**config.mk**
```make
export PLATFORM = sky130hd
export DESIGN_NAME = mem_unit
export DESIGN_NICKNAME = d
export VERILOG_FILES = /design/src/rtl/mem_pkg.sv /design/src/rtl/mem_unit.sv
export SDC_FILE = /design/constraint.sdc
export NUM_CORES = 1
export LEC_CHECK = 0
export BUFFER_PORTS_ARGS = -buffer_cell sky130_fd_sc_hd__buf_2
export CORE_MARGIN = 2
export CORE_UTILIZATION = 31
export CTS_CLUSTER_SIZE = 30
export DETAILED_ROUTE_END_ITERATION = 10
export PLACE_DENSITY = 0.55
export SLEW_MARGIN = 20
export SYNTH_ARGS = -nofsm -noshare
export SYNTH_HDL_FRONTEND = slang
export SYNTH_SLANG_ARGS = --single-unit
```
**constraint.sdc**
```tcl
create_clock -name clk -period 2.1 [get_ports clk]
set_clock_uncertainty 0.15 [all_clocks]
set_input_delay 0.315 -clock clk [delete_from_list [all_inputs] [get_ports clk]]
set_output_delay 0.315 -clock clk [all_outputs]
set_load 0.1 [all_outputs]
```
**src/rtl/mem_pkg.sv**
```systemverilog
// Shared types and widths for the load/store sequencer.
package mem_pkg;

   localparam int WORD_W    = 16;
   localparam int REG_IDX_W = 4;

   typedef enum logic [1:0] {
      IDLE = 2'd0,
      BUS  = 2'd1,
      WB   = 2'd2
   } mem_state_t;

endpackage

```
**src/rtl/mem_unit.sv**
```systemverilog
// Load/store sequencer between decode and the register file memory port.
// Runs one word-sized load or store at a time over a single-outstanding
// valid/ready bus. Instruction fetch is simply a load into register 0 (IR).
//
// Optional feature: define MEM_UNIT_TIMEOUT_EN to abandon a bus access that
// waits TIMEOUT_CYCLES cycles without bus_ready (fault pulse, no writeback).
// Without it fault is held at 0 and the bus wait is unbounded.
//
// Handshakes: a request is taken on a rising edge where req_valid and
// req_ready are both 1; a bus access completes on a rising edge where
// bus_valid and bus_ready are both 1. bus_valid, bus_we, bus_addr and
// bus_wdata hold steady from assertion until that completing edge, and
// bus_ready is ignored whenever bus_valid is 0.
module mem_unit
   import mem_pkg::*;
#(
   parameter int TIMEOUT_CYCLES = 255
) (
   input  logic                 clk,
   input  logic                 rst,
   input  logic                 req_valid,
   output logic                 req_ready,
   input  logic                 req_store,
   input  logic [REG_IDX_W-1:0] req_reg,
   input  logic [WORD_W-1:0]    req_addr,
   output logic [REG_IDX_W-1:0] memory_index,
   output logic [WORD_W-1:0]    memory_load,
   output logic                 memory_load_en,
   input  logic [WORD_W-1:0]    memory_store,
   output logic                 bus_valid,
   input  logic                 bus_ready,
   output logic                 bus_we,
   output logic [WORD_W-1:0]    bus_addr,
   output logic [WORD_W-1:0]    bus_wdata,
   input  logic [WORD_W-1:0]    bus_rdata,
   output logic                 done,
   output logic                 fault,
   output mem_state_t           state_dbg
);

   // The wait counter compare below needs at least one BUS cycle.
   if (TIMEOUT_CYCLES < 1 || TIMEOUT_CYCLES > 65535) begin : g_bad_timeout
      $error("mem_unit: TIMEOUT_CYCLES must be in 1..65535");
   end

   mem_state_t           state;
   mem_state_t           state_next;
   logic [REG_IDX_W-1:0] reg_q;
   logic                 accept;
   logic                 store_retire;
   logic                 load_capture;
   logic                 timeout;

`ifdef MEM_UNIT_TIMEOUT_EN
   localparam int CNT_W = (TIMEOUT_CYCLES > 255) ? $clog2(TIMEOUT_CYCLES + 1) : 8;
   localparam logic [CNT_W-1:0] CNT_LAST = CNT_W'(TIMEOUT_CYCLES - 1);

   logic [CNT_W-1:0] wait_cnt;
`endif

   assign state_dbg = state;

   // Register index to the register file: follows the incoming request while
   // idle so memory_store is already valid in the acceptance cycle.
   assign memory_index = (state == IDLE) ? req_reg : reg_q;

   // State register.
   always_ff @(posedge clk or posedge rst) begin
      if (rst) begin
         state <= IDLE;
      end else begin
         state <= state_next;
      end
   end

   // Next-state logic and the single-cycle events that drive the registers.
   always_comb begin
      state_next   = state;
      accept       = 1'b0;
      store_retire = 1'b0;
      load_capture = 1'b0;
      timeout      = 1'b0;
      case (state)
         IDLE: begin
            if (req_valid && req_ready) begin
               accept     = 1'b1;
               state_next = BUS;
            end
         end
         BUS: begin
            if (bus_ready) begin
               if (bus_we) begin
                  store_retire = 1'b1;
                  state_next   = IDLE;
               end else begin
                  load_capture = 1'b1;
                  state_next   = WB;
               end
            end
`ifdef MEM_UNIT_TIMEOUT_EN
            else if (wait_cnt == CNT_LAST) begin
               timeout    = 1'b1;
               state_next = IDLE;
            end
`endif
         end
         WB: begin
            state_next = IDLE;
         end
         default: begin
            state_next = IDLE;
         end
      endcase
   end

   // Registered outputs and request latches. Store data is taken from the
   // register file at acceptance, so later writes to that register during the
   // bus wait do not reach bus_wdata.
   always_ff @(posedge clk or posedge rst) begin
      if (rst) begin
         req_ready      <= 1'b1;
         bus_valid      <= 1'b0;
         bus_we         <= 1'b0;
         bus_addr       <= '0;
         bus_wdata      <= '0;
         memory_load    <= '0;
         memory_load_en <= 1'b0;
         done           <= 1'b0;
         reg_q          <= '0;
      end else begin
         req_ready      <= (state_next == IDLE);
         bus_valid      <= (state_next == BUS);
         memory_load_en <= (state_next == WB);
         done           <= store_retire || load_capture;
         if (accept) begin
            reg_q     <= req_reg;
            bus_addr  <= req_addr;
            bus_we    <= req_store;
            bus_wdata <= memory_store;
         end
         if (load_capture) begin
            memory_load <= bus_rdata;
         end
      end
   end

`ifdef MEM_UNIT_TIMEOUT_EN
   // Bus wait counter: cleared on entry to BUS, counts cycles without bus_ready.
   always_ff @(posedge clk or posedge rst) begin
      if (rst) begin
         wait_cnt <= '0;
      end else if (accept) begin
         wait_cnt <= '0;
      end else if (state == BUS && !bus_ready) begin
         wait_cnt <= wait_cnt + 1'b1;
      end
   end

   // Fault pulse when the bus wait is abandoned.
   always_ff @(posedge clk or posedge rst) begin
      if (rst) begin
         fault <= 1'b0;
      end else begin
         fault <= timeout;
      end
   end
`else
   // No timeout hardware: fault never fires.
   always_ff @(posedge clk or posedge rst) begin
      if (rst) begin
         fault <= 1'b0;
      end else begin
         fault <= timeout;
      end
   end
`endif

endmodule

```
# After elaboration in Yosys (flattened, before gate mapping)

Index checks and enable logic that the tools add are counted.

Register bits: 59
Bits in latches: 0
Memory bits (writable): 0
ROM bits: 0
Bits of input ports: 57
Output and inout bits: 60
Word-level logic and storage cells: 30
Memories: 0

Add/sub/neg operators: 0
Multiply operators: 0
Divide/modulo/power cells: 0
$lt $le $gt $ge: 0
Equality and inequality tests: 3
Shift-type cells: 0
Multiplexer cells: 13
Bitwise operators: 0
Reductions and logical operators: 4

Operator list:

| cell                 | number |
|---|---|
| $mux W1              | 8 |
| $mux W2              | 3 |
| $eq A2 B1 Y1 const B | 2 |
| $logic_not A2 Y1     | 2 |
| $mux W4              | 1 |
| $pmux W2 S2          | 1 |
| $eq A2 B2 Y1 const B | 1 |
| $logic_and A1 B1 Y1  | 1 |
| $logic_or A1 B1 Y1   | 1 |

# Logic depth before layout (Yosys ltp)

Gate-level depths: netlist (run 1).

Word-level depth: 4
Gate-level depth with buffers: 4
Gate-level depth less buffers: 2

# Worst setup path after synthesis (run 1)

Ideal clock, no wire load.

Path type: flip-flop to output port
Start point: register state[0] (netlist: state_dbg[0])
End point: output memory_index[0]
Data arrival time: 1.870 ns
Data required time: 1.635 ns
Slack: -0.235 ns
Cell stages (with the launch flop): 3
Path buffers: 0
Path through: dfrtp_1 > nor2_1 > mux2_2

Longest elaborated chain between the ends: 2

RTL lines:

| item                   | line           | source |
|---|---|---|
| from (decl)            | mem_unit.sv:46 | `mem_state_t state;` |
| from (signal assigned) | mem_unit.sv:72 | `state <= state_next;` |
| $logic_not A2 Y1       | mem_unit.sv:65 | `assign memory_index = (state == IDLE) ? req_reg : reg_q;` |
| $mux W4                | mem_unit.sv:65 |  |
| to (decl)              | mem_unit.sv:26 | `output logic [REG_IDX_W-1:0] memory_index,` |

No other way between the ends.

# Worst setup path in the final report (run 1)

Start point: register state[1] (netlist: state_dbg[1])
End point: output memory_index[2]

Same word-level chain as after synthesis.

==> results of run 1 <==
-- final cells by class --
| type | instances | area share [%] |
|---|---|---|
| Sequential cell | 59 | 44.34 |
| Clock buffer | 12 | 4.348 |
| Clock inverter | 3 | 0.4498 |
| Inverter | 1 | 0.1124 |
| Timing Repair Buffer | 122 | 19.94 |
| Multi-Input combinational cell | 70 | 26.99 |
| Tap cell | 102 | 3.823 |
-- worst reg2reg max path: stages, from the launching register on --
cell	delay, ns
dfstp_2	0.56
nor4bb_4	0.28
buf_12	0.29
mux2_2	0.38
-- cell usage after synthesis --
master	number	area, sq um
dfrtp_1	58	1451
mux2_4	39	585.6
mux2_2	18	202.7
a21oi_1	3	15.01
buf_12	3	60.06
buf_6	3	33.78
nor2_1	2	7.510
a311o_1	1	10.01
and4bb_1	1	12.51
and4bb_2	1	12.51
buf_4	1	7.510
conb_1	1	3.750
dfstp_2	1	26.28
inv_1	1	3.750
nand2_1	1	3.750
nand3b_1	1	7.510
nor4bb_2	1	16.27
or2b_1	1	7.510
-- repair_timing --
action	CTS	global route
gates resized for setup	6	0
hold buffers	1	0
setup endpoints to repair	4	0
hold endpoints to repair	58	0
-- how the worst max path moves through the flow --
stage | startpoint | end | slack [ns]
2_1_floorplan | req_ready | bus_addr[0] | 0.02
3_3_place_gp | state_dbg[1] | memory_index[3] | 0.21
3_5_place_dp | state_dbg[1] | memory_index[3] | 0.20
4_1_cts | state_dbg[1] | memory_index[3] | 0.05
5_1_grt | state_dbg[1] | memory_index[3] | 0.01
6_report | state_dbg[1] | memory_index[2] | 0.09
-- state kept, by name (all words and copies together), names as in the netlist --
register        cells
bus_addr           16
bus_valid           1
bus_wdata          16
bus_we              1
done                1
memory_load        16
memory_load_en      1
reg_q               4
req_ready           1
state_dbg           2
-- per-stage QoR --
step	instances	instance area [sq um]	util (%)
global route	369	3338	43.20
global placement	353	3151	40.77
detailed placement	353	3151	40.77
floorplan	137	2470	-
finish	369	3338	43.20
CTS	369	3338	43.20
-- logic make-up after synthesis --
logic type,count (synthesis),synth area share [%]
AOI/OAI and AO/OA,4,1.014
buffers and inverters,8,4.260
DFF,59,59.89
muxes,57,31.95
other,1,0.1520
and+or+nand+nor,8,2.739
-- routing by layer --
layer / GRT usage [%] / up-vias / part of all wire, %
met5: 0 / - / 0
met4: 5.637 / 0 / 0.87
met3: 4.351 / 4 / 7.0
met2: 19.44 / 69 / 49
met1: 14.64 / 777 / 43
li1: - / 729 / -
==> qor.txt, run 1 <==
outcome: complete, no violations
Ports: 117
sequential cell area: 1480 sq um
Setup Crit Path Kind: reg -> out
Chip Width: 93.22 um
RSZ-0062 raised after global routing: false
global route total overflow: 0
share of layout cells above drive strength 1: 74.16%
post-DR vias/cell: 4.279
clock slew at reported path FFs: 0.07 ns
Mapped Nets: 194
Detailed Route Iter0 Violations: 64
number of global-route vias before repair: 1646
crit-path max FO: 9
slowest stage delay, CP: 0.48 ns
Tot GR Track Use: 12.15%
clock root cell: clkbuf_8
row count: 32
total negative slack: 0 ns
hold slack: 0.06864 ns
total die area: 8689 sq um
placer congestion estimate: 0.7239
drt pass-1 iters: 4
Reg2Reg Depth: 3
Synth Cell Area: 2467 sq um
H-tree Lvls: 3
wire length per cell: 13.63 um
startpoint types: flop
DRT antenna net count: 0
Max Root-Sink Buffers: 2
Post-CTS Setup Bufs: 0
r2r startpoint: req_ready
Max Cap Viol: 0
Top Family by Delay on Critical Path: flip-flops
r2r endpoint: bus_addr[15]
Routed WL: 5.029 mm
largest net degree at the start of global routing: 38
Worst-Skew Late Latency: 0.32 ns
Worst Path Required: 1.63 ns
Slew @ Worst Pin: 0.5111 ns
count of final max-slew check failures: 0
Worst Hold End: memory_load[9]
HP Start: bus_rdata[9]
pre-CTS WS: 0.1994 ns
CTS tree: done
Hold Path Cell Cnt: 2
max frequency: 498.4 MHz
count of final hold-check violations: 0
Bufs and invs on worst path: 1
Initial Utilization: 31.93%
most common cell after layout, fill and taps aside: buf_2
n_diodes: 0
Setup WS post-layout: 0.09355 ns
final setup fails: 0
Filler cells: 738
die height: 93.22 um
worst hold path type: in -> reg
Syn Area/Cell: 18.01 sq um
area delta synth->final: 35.29%
sequential-to-total area share from yosys stat: 59.89%
hpwl dp: 3.628 mm
Multi-input gate area: 900.9 sq um
post-synthesis instance total: 137
nets: 320
crit end category: output port
Final Critical Period: 2.006 ns
core area: 7727 sq um
CTS Buf Count: 9
Remaining DRCs: 0
WP data arrival: 1.54 ns
Cell variety after synth: 18
slowest CP cell: dfrtp_2
fin crit share: 95.55%
port bufs: 115
clock sinks: 59
routed vias: 1579
commonest cells after routing, fill and taps aside: buf_2, dfrtp_1, mux2_4
Register-to-Register Setup Slack: 0.32 ns
first-pass GRT wire length: 8.045 mm
Max-slew headroom: 66.16%
#FFs+latches synth: 59
crit-path cells: nor2_4 > mux2_2 > buf_4
antenna violations before repair: 0
number of cells on the critical path: 3
Yosys Warn Count: 0
Power of run 1 is left out: the tool's default activity adds up to more than one toggle a clock period on the data nets, which glitch-free logic cannot reach.
==> inputs of run 2 (changes only) <==
==> constraint.sdc (replaced) <==
create_clock -name clk -period 2.51 [get_ports clk]
set_clock_uncertainty 0.15 [all_clocks]
set_input_delay 0.3765 -clock clk [delete_from_list [all_inputs] [get_ports clk]]
set_output_delay 0.3765 -clock clk [all_outputs]
set_load 0.1 [all_outputs]
==> run 2 against run 1 <==
Non-clock buffer count decreased by 1. Hold slack improved by 0.054 ns. Via count increased by 0.63%. Global-route usage increased by 0.93 points. Critical path depth unchanged. Die area unchanged.
==> qor.txt, run 2 (synthesis results as in run 1) <==
final core occ: 43.04%
hpwl dp: 3.721 mm
H-tree Lvls: 3
crit-path max FO: 10
Post-CTS Hold Fix Bufs: 1
RSZ-0062 raised after global routing: false
drt pass-1 iters: 4
wire length per cell: 14.20 um
area delta synth->final: 34.79%
Setup Crit Path Kind: reg -> out
core area: 7727 sq um
Tot GR Track Use: 13.08%
count of final hold-check violations: 0
die height: 93.22 um
share of layout cells above drive strength 1: 72.28%
n_diodes: 0
most common cell after layout, fill and taps aside: buf_2
Detailed Route Iter0 Violations: 45
largest net degree at the start of global routing: 33
port bufs: 115
clock sinks: 59
Remaining DRCs: 0
post_cts resized: 0
Max Cap Viol: 0
Chip Width: 93.22 um
total negative slack: 0 ns
nets: 319
post-DR vias/cell: 4.306
Worst-Skew Late Latency: 0.33 ns
CTS Buf Count: 9
CTS tree: done
Final Critical Period: 2.320 ns
Worst Path Required: 1.98 ns
placed cell area: 3128 sq um
routed vias: 1589
placer congestion estimate: 0.6926
outcome: complete, no violations
startpoint types: flop
global route total overflow: 0
Design Area, Final: 3326 sq um
final setup fails: 0
max frequency: 431.1 MHz
crit end category: output port
DRT antenna net count: 0
Routed WL: 5.239 mm
Filler cells: 745
number of global-route vias before repair: 1686
count of final max-slew check failures: 0
worst hold path type: in -> reg
hold slack: 0.1229 ns
row count: 32
commonest cells after routing, fill and taps aside: buf_2, dfrtp_1, mux2_4
Initial Utilization: 31.93%
WP data arrival: 1.79 ns
largest registers: bus_addr (16), bus_wdata (16), memory_load (16)
clock slew at reported path FFs: 0.07 ns
total die area: 8689 sq um
Max Root-Sink Buffers: 2
Ports: 117
antenna violations before repair: 0
first-pass GRT wire length: 8.418 mm
clock root cell: clkbuf_8
fin crit share: 92.43%
Post-CTS Setup Bufs: 0
run 2: cell count changes in the layout (fill, tap and decap cells not counted), moves of 2 or more:
cell,change
dfrtp_2,-2
dfrtp_1,+2
clkinv_2,-2
buf_2,+4
clkbuf_1,+2
buf_4,-4
run 2: metal layers:
metal  global-route usage, %  vias to the layer above  share of wire (%)
met5                       0                        -                  0
met4                   6.250                        0                1.5
met3                   5.479                        7                7.4
met2                   21.26                       62                 50
met1                   14.89                      790                 41
li1                        -                      730                  -
run 2: per-stage QoR:
stage | cells | setup WS [ns]
2_1_floorplan | 137 | 0.1138
3_3_place_gp | 352 | 0.5672
3_5_place_dp | 352 | 0.5420
4_1_cts | 369 | 0.1591
5_1_grt | 369 | 0.07450
6_report | 369 | 0.1901
run 2: final timing paths:
check	start	endpoint	slack [ns]	cells after the start
min in group asynchronous	rst	bus_addr[0]	0.48	3
max	state_dbg[0]	memory_index[2]	0.19	3
max in group asynchronous	rst	req_ready	1.04	4
max reg2reg	state_dbg[0]	bus_wdata[0]	0.68	3
min reg2reg	bus_wdata[1]	bus_wdata[1]	0.35	1
min	req_addr[4]	bus_addr[4]	0.12	2
run 2: critical path, stage by stage (launching register included):
cell     delay [ns]
dfrtp_1        0.49
nor2_1         0.31
mux2_2         0.37
buf_2          0.29
run 2: cell type report:
type	count	area [sq um]	area share [%]
inverter	1	3.754	0.1129
tap	102	127.6	3.837
sequential	59	1478	44.43
multi-input combinational	70	893.4	26.86
clock buffer	14	152.6	4.590
clock inverter	2	35.03	1.053
timing repair buffer	121	635.6	19.11
Power of run 2 is left out for the same reason.
==> inputs of run 3 (changes only) <==
--- a/config.mk
+++ b/config.mk
@@ -11,6 +11,7 @@
 export CTS_CLUSTER_SIZE = 30
 export DETAILED_ROUTE_END_ITERATION = 10
 export PLACE_DENSITY = 0.55
+export RECOVER_POWER = 25
 export SLEW_MARGIN = 20
 export SYNTH_ARGS = -nofsm -noshare
 export SYNTH_HDL_FRONTEND = slang
==> run 3 against run 2 <==
Sequential share of layout area increased by 0.067 points. Via count unchanged. Count of clock-buffer cells in the layout unchanged. Global-route usage stayed put. Setup slack unchanged. Cell count stayed put. Critical path depth stayed put. First-iteration DRC count stayed put. Die area unchanged. Routed wire length barely moved. Non-clock buffer count unchanged. Critical path type unchanged. Critical endpoint unchanged.
==> qor.txt, run 3 (synthesis results as in run 1) <==
Detailed Route Iter0 Violations: 45
commonest cells after routing, fill and taps aside: buf_2, dfrtp_1, mux2_4
final setup fails: 0
most common cell after layout, fill and taps aside: buf_2
sequential cell area: 1478 sq um
Register-to-Register Setup Slack: 0.68 ns
clock slew at reported path FFs: 0.07 ns
met2 WL post-DR: 2.627 mm
placer congestion estimate: 0.6926
Top Family by Delay on Critical Path: flip-flops
Remaining DRCs: 0
r2r startpoint: state_dbg[0]
total negative slack: 0 ns
Max Used Layer: met4
Worst-Skew Late Latency: 0.33 ns
share of layout cells above drive strength 1: 71.91%
Max Cap Viol: 0
number of global-route vias before repair: 1686
met3 WL post-DR: 389 um
crit end category: output port
global route total overflow: 0
first-pass GRT wire length: 8.418 mm
hold slack: 0.1229 ns
hpwl dp: 3.721 mm
count of final max-slew check failures: 0
CTS Buf Count: 9
fin crit share: 92.43%
Post-CTS Hold Fix Bufs: 1
Multi-input gate area: 893.4 sq um
worst hold path type: in -> reg
largest registers: bus_addr (16), bus_wdata (16), memory_load (16)
Final Critical Period: 2.320 ns
max frequency: 431.1 MHz
Chip Width: 93.22 um
routed vias: 1589
post-DR vias/cell: 4.306
Setup Crit Path Kind: reg -> out
Hold Path Cell Cnt: 2
DRT antenna net count: 0
Slew @ Worst Pin: 0.8767 ns
crit-path max FO: 10
antenna violations before repair: 0
Post-CTS Setup Bufs: 0
H-tree Lvls: 3
clock sinks: 59
Max Root-Sink Buffers: 2
slowest stage delay, CP: 0.49 ns
core area: 7727 sq um
CTS tree: done
total die area: 8689 sq um
slowest CP cell: dfrtp_1
Worst Path Required: 1.98 ns
row count: 32
WP data arrival: 1.79 ns
wire length per cell: 14.19 um
Worst Hold End: bus_addr[4]
largest net degree at the start of global routing: 33
Max-slew headroom: 41.49%
Reg2Reg Depth: 3
drt pass-1 iters: 4
clock root cell: clkbuf_8
die height: 93.22 um
r2r endpoint: bus_wdata[0]
n_diodes: 0
area delta synth->final: 34.58%
final core occ: 42.97%
RSZ-0062 raised after global routing: false
count of final hold-check violations: 0
Initial Utilization: 31.93%
port bufs: 115
HP Start: req_addr[4]
Tot GR Track Use: 13.08%
Routed WL: 5.235 mm
outcome: complete, no violations
nets: 319
crit-path cells: nor2_1 > mux2_2 > buf_2
Filler cells: 747
startpoint types: flop
Ports: 117
M1 WL: 2.137 mm
Bufs and invs on worst path: 1
post_cts resized: 0
-- run 3: changes by cell type in the layout (fill, tap and decap cells not counted), sizes merged --
cell	previous run	this run
buf	120	118
clkbuf	14	16
-- run 3: final cells by class --
type | instances | share of cell area [%]
multi-input combinational | 70 | 26.90
tap | 102 | 3.843
clock buffer | 14 | 4.597
timing repair buffer | 121 | 18.99
inverter | 1 | 0.1130
clock inverter | 2 | 1.055
sequential | 59 | 44.50
-- run 3: through the flow --
stage / instances / instance area (sq um) / setup slack [ns]
global placement: 352 / 3128 / 0.5672
global route: 369 / 3321 / 0.07450
finish: 369 / 3321 / 0.1901
floorplan: 137 / 2467 / 0.1138
detailed placement: 352 / 3128 / 0.5420
CTS: 369 / 3326 / 0.1591
-- run 3: how the worst max path moves through the flow --
stage                  from               to  depth (start not counted)
4_1_cts        state_dbg[0]  memory_index[0]                          3
3_5_place_dp   state_dbg[0]  memory_index[0]                          3
6_report       state_dbg[0]  memory_index[2]                          3
2_1_floorplan  state_dbg[0]  memory_index[0]                          2
3_3_place_gp   state_dbg[0]  memory_index[0]                          3
5_1_grt        state_dbg[0]  memory_index[1]                          3
-- run 3: layer usage --
layer,vias up,track usage [%]
met1,790,14.89
met4,0,6.250
met2,62,21.26
met5,-,0
met3,7,5.479
li1,730,-
Power of run 3 is left out for the same reason.
